**src/rtl/panda_mem_arb_pkg.sv**
```systemverilog
// Shared types for the two-port Panda memory arbiter.
package panda_mem_arb_pkg;

  localparam int NumPorts = 2;

  typedef enum logic {
    PORT_INSTR = 1'b0,
    PORT_DATA  = 1'b1
  } port_idx_e;

  typedef struct packed {
    logic [31:0] addr;
    logic [3:0]  we;
    logic [31:0] wdata;
  } mem_req_t;

endpackage

```
**src/rtl/panda_rr_arbiter.sv**
```systemverilog
// Two-way round-robin grant with a last-grant pointer.
// Grant is combinational; the pointer moves on every accepted access.
module panda_rr_arbiter
  import panda_mem_arb_pkg::*;
(
  input  logic                clk_i,
  input  logic                rst_ni,
  input  logic [NumPorts-1:0] req_i,
  output logic [NumPorts-1:0] gnt_o,
  output port_idx_e           idx_o
);

  port_idx_e last_q, last_d;

  // Single requester wins outright; on conflict the port not granted last wins.
  always_comb begin
    gnt_o = '0;
    unique case (req_i)
      2'b01:   gnt_o = 2'b01;
      2'b10:   gnt_o = 2'b10;
      2'b11:   gnt_o = (last_q == PORT_DATA) ? 2'b01 : 2'b10;
      default: gnt_o = '0;
    endcase
    idx_o  = gnt_o[1] ? PORT_DATA : PORT_INSTR;
    last_d = (|gnt_o) ? idx_o : last_q;
  end

  // Pointer resets to the data port so the instruction port wins the first conflict.
  always_ff @(posedge clk_i or negedge rst_ni) begin
    if (!rst_ni) last_q <= PORT_DATA;
    else         last_q <= last_d;
  end

endmodule

```
**src/rtl/panda_mem_arbiter.sv**
```systemverilog
// Shares one single-port RAM between instruction fetch (port 0) and data
// (port 1). Range-checks each access, drives the RAM combinationally and
// routes the 1-cycle read response back to its owner.
// Optional perf counters: define PANDA_MEM_ARB_PERF_EN.
module panda_mem_arbiter
  import panda_mem_arb_pkg::*;
#(
  parameter int unsigned AddrWidth = 10,
  parameter logic [31:0] BaseAddr  = 32'h0000_0000
) (
  input  logic                          clk_i,
  input  logic                          rst_ni,
  input  logic [NumPorts-1:0]           req_i,
  input  logic [NumPorts-1:0][31:0]     addr_i,
  input  logic [NumPorts-1:0][3:0]      we_i,
  input  logic [NumPorts-1:0][31:0]     wdata_i,
  output logic [NumPorts-1:0]           gnt_o,
  output logic [NumPorts-1:0]           rvalid_o,
  output logic [31:0]                   rdata_o,
  output logic                          err_o,
  output logic                          mem_ce_o,
  output logic [3:0]                    mem_we_o,
  output logic [AddrWidth-1:0]          mem_addr_o,
  output logic [31:0]                   mem_wdata_o,
  input  logic [31:0]                   mem_rdata_i
`ifdef PANDA_MEM_ARB_PERF_EN
  ,
  output logic [31:0]                   conflict_cnt_o,
  output logic [15:0]                   err_cnt_o
`endif
);

  // Byte size of the RAM; one extra bit so AddrWidth up to 30 still fits.
  localparam logic [32:0] MemBytes = 33'd4 << AddrWidth;

  mem_req_t [NumPorts-1:0] port_req;
  mem_req_t                sel_req;
  port_idx_e               gnt_idx;
  logic [31:0]             offset;
  logic                    accept;
  logic                    in_range;

  logic [NumPorts-1:0]     rvalid_q;
  logic                    err_q;
  logic                    rd_q;

  panda_rr_arbiter u_arb (
    .clk_i  (clk_i),
    .rst_ni (rst_ni),
    .req_i  (req_i),
    .gnt_o  (gnt_o),
    .idx_o  (gnt_idx)
  );

  // Bundle per-port fields, select the granted one and range-check it.
  always_comb begin
    for (int p = 0; p < NumPorts; p++) begin
      port_req[p].addr  = addr_i[p];
      port_req[p].we    = we_i[p];
      port_req[p].wdata = wdata_i[p];
    end
    sel_req  = port_req[gnt_idx];
    accept   = |gnt_o;
    offset   = sel_req.addr - BaseAddr;
    in_range = ({1'b0, offset} < MemBytes);
  end

  // RAM side: out-of-range accesses are granted but never touch the RAM.
  always_comb begin
    mem_ce_o    = accept & in_range;
    mem_we_o    = mem_ce_o ? sel_req.we : 4'b0000;
    mem_addr_o  = offset[AddrWidth+1:2];
    mem_wdata_o = sel_req.wdata;
  end

  // Response bookkeeping: owner, error and whether RAM data is meaningful.
  always_ff @(posedge clk_i or negedge rst_ni) begin
    if (!rst_ni) begin
      rvalid_q <= '0;
      err_q    <= 1'b0;
      rd_q     <= 1'b0;
    end else begin
      rvalid_q <= gnt_o;
      err_q    <= accept & ~in_range;
      rd_q     <= accept & in_range & (sel_req.we == 4'b0000);
    end
  end

  // Write and error responses return zero so rdata is never X after reset.
  always_comb begin
    rvalid_o = rvalid_q;
    err_o    = err_q;
    rdata_o  = rd_q ? mem_rdata_i : 32'h0;
  end

`ifdef PANDA_MEM_ARB_PERF_EN
  logic [31:0] conflict_cnt_q;
  logic [15:0] err_cnt_q;

  // Saturating counters for contention cycles and out-of-range accesses.
  always_ff @(posedge clk_i or negedge rst_ni) begin
    if (!rst_ni) begin
      conflict_cnt_q <= '0;
      err_cnt_q      <= '0;
    end else begin
      if ((&req_i) && (conflict_cnt_q != '1)) conflict_cnt_q <= conflict_cnt_q + 32'd1;
      if (accept && !in_range && (err_cnt_q != '1)) err_cnt_q <= err_cnt_q + 16'd1;
    end
  end

  assign conflict_cnt_o = conflict_cnt_q;
  assign err_cnt_o      = err_cnt_q;
`endif

endmodule
```
**config.mk**
```make
export PLATFORM = sky130hd
export DESIGN_NAME = panda_mem_arbiter
export DESIGN_NICKNAME = d
export VERILOG_FILES = /design/src/rtl/panda_mem_arb_pkg.sv /design/src/rtl/panda_rr_arbiter.sv /design/src/rtl/panda_mem_arbiter.sv
export SDC_FILE = /design/constraint.sdc
export NUM_CORES = 1
export LEC_CHECK = 0
export BUFFER_PORTS_ARGS = -buffer_cell sky130_fd_sc_hd__buf_2
export CAP_MARGIN = 5
export CORE_AREA = 2 2 98 100
export DETAILED_ROUTE_END_ITERATION = 12
export DIE_AREA = 0 0 100 102
export SLEW_MARGIN = 0
export SYNTH_ARGS = -nofsm -noshare
export SYNTH_HDL_FRONTEND = slang
export SYNTH_SLANG_ARGS = --single-unit
```
**constraint.sdc**
```tcl
create_clock -name clk_i -period 1.25 [get_ports clk_i]
set_input_delay 0.125 -clock clk_i [delete_from_list [all_inputs] [get_ports clk_i]]
set_output_delay 0.125 -clock clk_i [all_outputs]
set_load 0.02 [all_outputs]
```
# Word-level counts from Yosys, hierarchy flattened

Cells that the tools add are included.
W data, S select, Z words.

Output and inout port bits: 84
Logic and storage cells: 22
Flip-flop bits (word level): 5
Input port bits: 172

Order comparisons: 2
Multiplexer cells: 7
Reduce and logical (&&, ||, !) cells: 2
Eq/ne operators: 3
Bitwise logic cells: 4

Operators by type and width:

| operator               | number |
|---|---|
| $mux W68               | 2 |
| $lt A32 B13 Y1 const B | 1 |
| $mux W32               | 1 |
| $pmux W2 S3            | 1 |
| $eq A2 B2 Y1 const B   | 2 |
| $logic_not A4 Y1       | 1 |
| $mux W4                | 1 |
| $and A1 B1 Y1          | 3 |
| $eq A2 B1 Y1 const B   | 1 |
| $lt A1 B2 Y1 const B   | 1 |
| $mux W2                | 1 |
| $reduce_or A2 Y1       | 1 |
| $mux W1                | 1 |
| $not A1 Y1             | 1 |

# Logic depth before layout (Yosys ltp)

Depth after elaboration: 8
Mapped depth: 6
Gate-level depth less buffers: 4

# Modules after synthesis

Synthesis repeated with hierarchy kept, for this count alone.

Cells, all modules: 128
Area, all modules: 1,081.0 µm²

By module, submodules not included:

| module            | area an instance (µm²) | instances | seq. area each (µm²) | cells an instance |
|---|---|---|---|---|
| panda_mem_arbiter | 1,018.5                | 1         | 100.1                | 121 |
| panda_rr_arbiter  | 62.6                   | 1         | 26.3                 | 7 |

# Worst setup path after synthesis

No wires, ideal clock.

Path kind: reg2out
Start point: reg u_arb.last_q
End point: out mem_we_o[0]
Data required time: 1.125 ns
Arrival: 1.521 ns
Buffers on the path: 0
Slack: -0.396 ns
Stages on the path, launching flop included: 5
Cells stage by stage: dfstp_2 > a21boi_4 > nand4b_1 > o22a_2 > nor3_1

Word-level cells in the longest chain between the ends: 8
Elaborated cells on any way between the ends: 9
Classes of those cells: order compare: 1; mux: 6; bitwise: 1; reduce/logical: 1

Ends and longest elaborated chain:

| what                                         | line                    | source |
|---|---|---|
| start: declaration                           | panda_rr_arbiter.sv:13  | `port_idx_e last_q, last_d;` |
| start signal: assignment                     | panda_rr_arbiter.sv:31  | `else last_q <= last_d;` |
| $mux W2 (*)                                  | panda_rr_arbiter.sv:21  | `2'b11: gnt_o = (last_q == PORT_DATA) ? 2'b01 : 2'b10;` |
| $pmux W2 S3 (*)                              | panda_rr_arbiter.sv:18  | `unique case (req_i)` |
| $mux W1                                      | panda_rr_arbiter.sv:24  | `idx_o = gnt_o[1] ? PORT_DATA : PORT_INSTR;` |
| $mux W68 (not written as such) (2 in series) | panda_mem_arbiter.sv:62 | `sel_req = port_req[gnt_idx];` |
| $lt A32 B13 Y1                               | panda_mem_arbiter.sv:65 | `in_range = ({1'b0, offset} < MemBytes);` |
| $and A1 B1 Y1                                | panda_mem_arbiter.sv:70 | `mem_ce_o = accept & in_range;` |
| $mux W4 (*)                                  | panda_mem_arbiter.sv:71 | `mem_we_o = mem_ce_o ? sel_req.we : 4'b0000;` |
| end: declaration                             | panda_mem_arbiter.sv:22 | `output logic [3:0] mem_we_o,` |

Mark *: on every way between the ends. The rest lies on a longest branch, timed or not. The select of a mux whose other input is x is not followed.

# Worst setup path after layout

Start point: reg u_arb.last_q
End point: out mem_we_o[2]

The elaborated chain is that of the path after synthesis.

==> out/summary.txt <==
# IOs = 256
Routed WL = 6.90 mm
Async set-reset flop share out of synthesis = 1.00
Inserted Clock Buffers = 3
Failing checks = setup timing
CTS tree = built
Most common cell in the synthesized netlist = mux2_2
Met2 Use GR = 0.250
Register Area = 130 um2
Worst EP arrival = 1.63 ns
Startpoint Class = flop
Die height = 102 um
Crit path kind = flop to output pin
Worst Path Max Fanout = 8
Worst Reg2Reg Path Length in Cells = 5
CTS Buffer Depth = 2
GR peak layer = met2
Antenna violations before repair = 0
Area leader, netlist = mux2_2
GP Congestion = 0.753
Minimum clock period = 1.76 ns
Max_cap viols = 0
R2r setup slk = -0.22 ns
Sequential share of the synthesized area = 0.115
RSZ-0062 raised after global routing = yes
Cell total after placement = 491
Syn Nets = 296
DR vias = 2017
Commonest cells post-synth = mux2_2 (42), and2_1 (33), nor4_1 (11), nor3_1 (5)
Global-route wire length before repair = 8.84 mm
Max-Slew Margin vs Limit = 0.777
HP Class = primary input to flop
Post-synth top area share = 0.429
Clock slew at reported path FFs = 0.04 ns
Status = complete, but fails checks
Critical Path End Type = output pin
Mean post-synth cell area = 8.89 um2
Library cells used by synthesis = 24
DRT Pass-1 Iters = 3
Count of final setup violators = 83
Row count = 35
Fraction of layout cells with a size suffix above 1 = 0.931
Pleak = 1.77 nW
Hold wc startpoint = req_i[1]
DP Wirelength = 5.58 mm
Fillers = 928
Syn Inst Count = 124
Met1 Use GR = 0.0942
Starting DRT DRC Count = 12
Worst-Margin Slew = 0.332 ns
Area contributors post-synth = mux2_2 (43%), and2_1 (19%), dfrtp_1 (9.1%)
Core ar. = 0.00911 mm2
Final Hold Viols = 0
Final Core Density = 0.366
Pwr/cell area = 471 mW/mm2
Final Skew = 0.00155 ns
Port bufs = 251
Post-Syn Area = 0.00110 mm2
Post-synth top flop = dfrtp_1
Antenna viol nets, final = 0
Number of global-route vias before repair = 1970
Gr ovfl total = 0
VDD IR max = 222 uV
Fmax achieved = 568 MHz
Area Growth Syn to Fin = 203%
DR WL/cell = 13.7 um
Reg2Reg Capture Point = err_o$_DFF_PN0_
CTS Sinks = 5
Hold Crit Endpoint = u_arb.last_q$_DFFE_PN1P_
CTS root buffer = clkbuf_8
Fin. max-slew vios = 0
H-tree Lvls = 1
Met3 GRT Util = 0.0212
Fin crit share = 1.41
Power after layout = 1.57 mW
Maximum number of pins on one net before global-route repair = 19
#FFs+latches synth = 5
RR Startpoint = u_arb.last_q$_DFFE_PN1P_
Warnings, synthesis = 0
Fin worst setup slack = -0.509 ns
# DRC = 0
Net count reported at finish = 564
Clk Latency, worst-skew pair = 0.22 ns
Worst Path Required = 1.12 ns
Die area = 0.0102 mm2
Hold Path Depth = 3
Layout Cells excl Fill = 502
Via/cell ratio = 4.02
Area of the multi-input gates = 0.00115 mm2
Antenna diodes = 0
Chip width = 100 um
Initial Utilization = 0.121
Total GRT Usage = 0.112
EDFF count, synth = 0
==> power by group <==
part	switching (mW)	leakage, nW	total (mW)	internal, mW
combinational	0.475	1.69	1.08	0.603
sequential	0.00715	0.0573	0.186	0.178
clock	0.0890	0.0228	0.309	0.220
total	0.571	1.77	1.57	1.00
==> cell families (layout without fill, tap and decap cells) <==
kind of cell    after synthesis  after routing  share of synthesized area
buf+inv                      10            277                     0.0636
mux                          46             46                      0.465
compound gates                4              4                     0.0352
simple gates                 59             59                      0.321
flops                         5              5                      0.115
==> critical path: stages, from the launching register on <==
cell and delay (ns):
dfstp_2 0.55, a21boi_4 0.07, buf_6 0.14, buf_12 0.14, mux2i_4 0.18, nor3_4 0.18, buf_6 0.14
==> per-layer routing <==
layer	up-vias	wire (um)
li1	983	-
met4	0	55
met5	-	0
met1	894	2050
met3	2	688
met2	138	4110
==> cell type report <==
type,instances,area share
multi-input cells,109,0.343
well taps,111,0.0416
flip-flops and latches,5,0.0390
repair buffers,272,0.561
clock buffers,4,0.0135
inverters,1,0.00112
==> worst max path at each step <==
stage / from / to
final: u_arb.last_q$_DFFE_PN1P_ / mem_we_o[2]
after global routing: u_arb.last_q$_DFFE_PN1P_ / mem_we_o[2]
after CTS: u_arb.last_q$_DFFE_PN1P_ / mem_we_o[3]
after detailed placement: u_arb.last_q$_DFFE_PN1P_ / mem_we_o[1]
after global placement: addr_i[47] / mem_we_o[0]
after floorplan: u_arb.last_q$_DFFE_PN1P_ / mem_we_o[1]
==> per-stage QoR <==
stage               instance area (um2)  setup slack, ns  hold slack [ns]  TNS, ns
floorplan                          1200           -0.165           -0.171    -3.27
global placement                   2660           -0.297          -0.0313   -11.66
detailed placement                 2660           -0.312          -0.0296   -12.79
CTS                                2990           -0.538            0.186   -26.64
global route                       3340           -0.572            0.221   -27.70
finish                             3340           -0.509            0.195   -23.29
==> layout by cell type (no fill, tap or decap), types with 2 or more instances in the layout <==
cell       instances
mux2_4            14
buf_8              2
nor4_1            11
nor3_4             5
mux2i_1            2
clkbuf_16          2
buf_2            194
nor2_4             2
mux2_2            28
clkbuf_8           3
dfrtp_1            3
buf_6             55
nand2_1            2
buf_4             14
and2_4            32
buf_12             3
==> flip-flops by register name, indices dropped and copies added, names as in the netlist <==
name and flops:
rvalid_o 2, err_o 1, rd_q 1, u_arb.last_q 1
==> repair_timing <==
| action | CTS | global route |
|---|---|---|
| hold endpoints to repair | 5 | 0 |
| hold buffers | 1 | 0 |
| resized for setup | 71 | 94 |
| endpoints found under the setup margin | 83 | 83 |
| setup buffers | 3 | 1 |
| pin swaps | 1 | 5 |
| cloned | 1 | 2 |
Note: power is estimated with default switching activity, not from simulation.
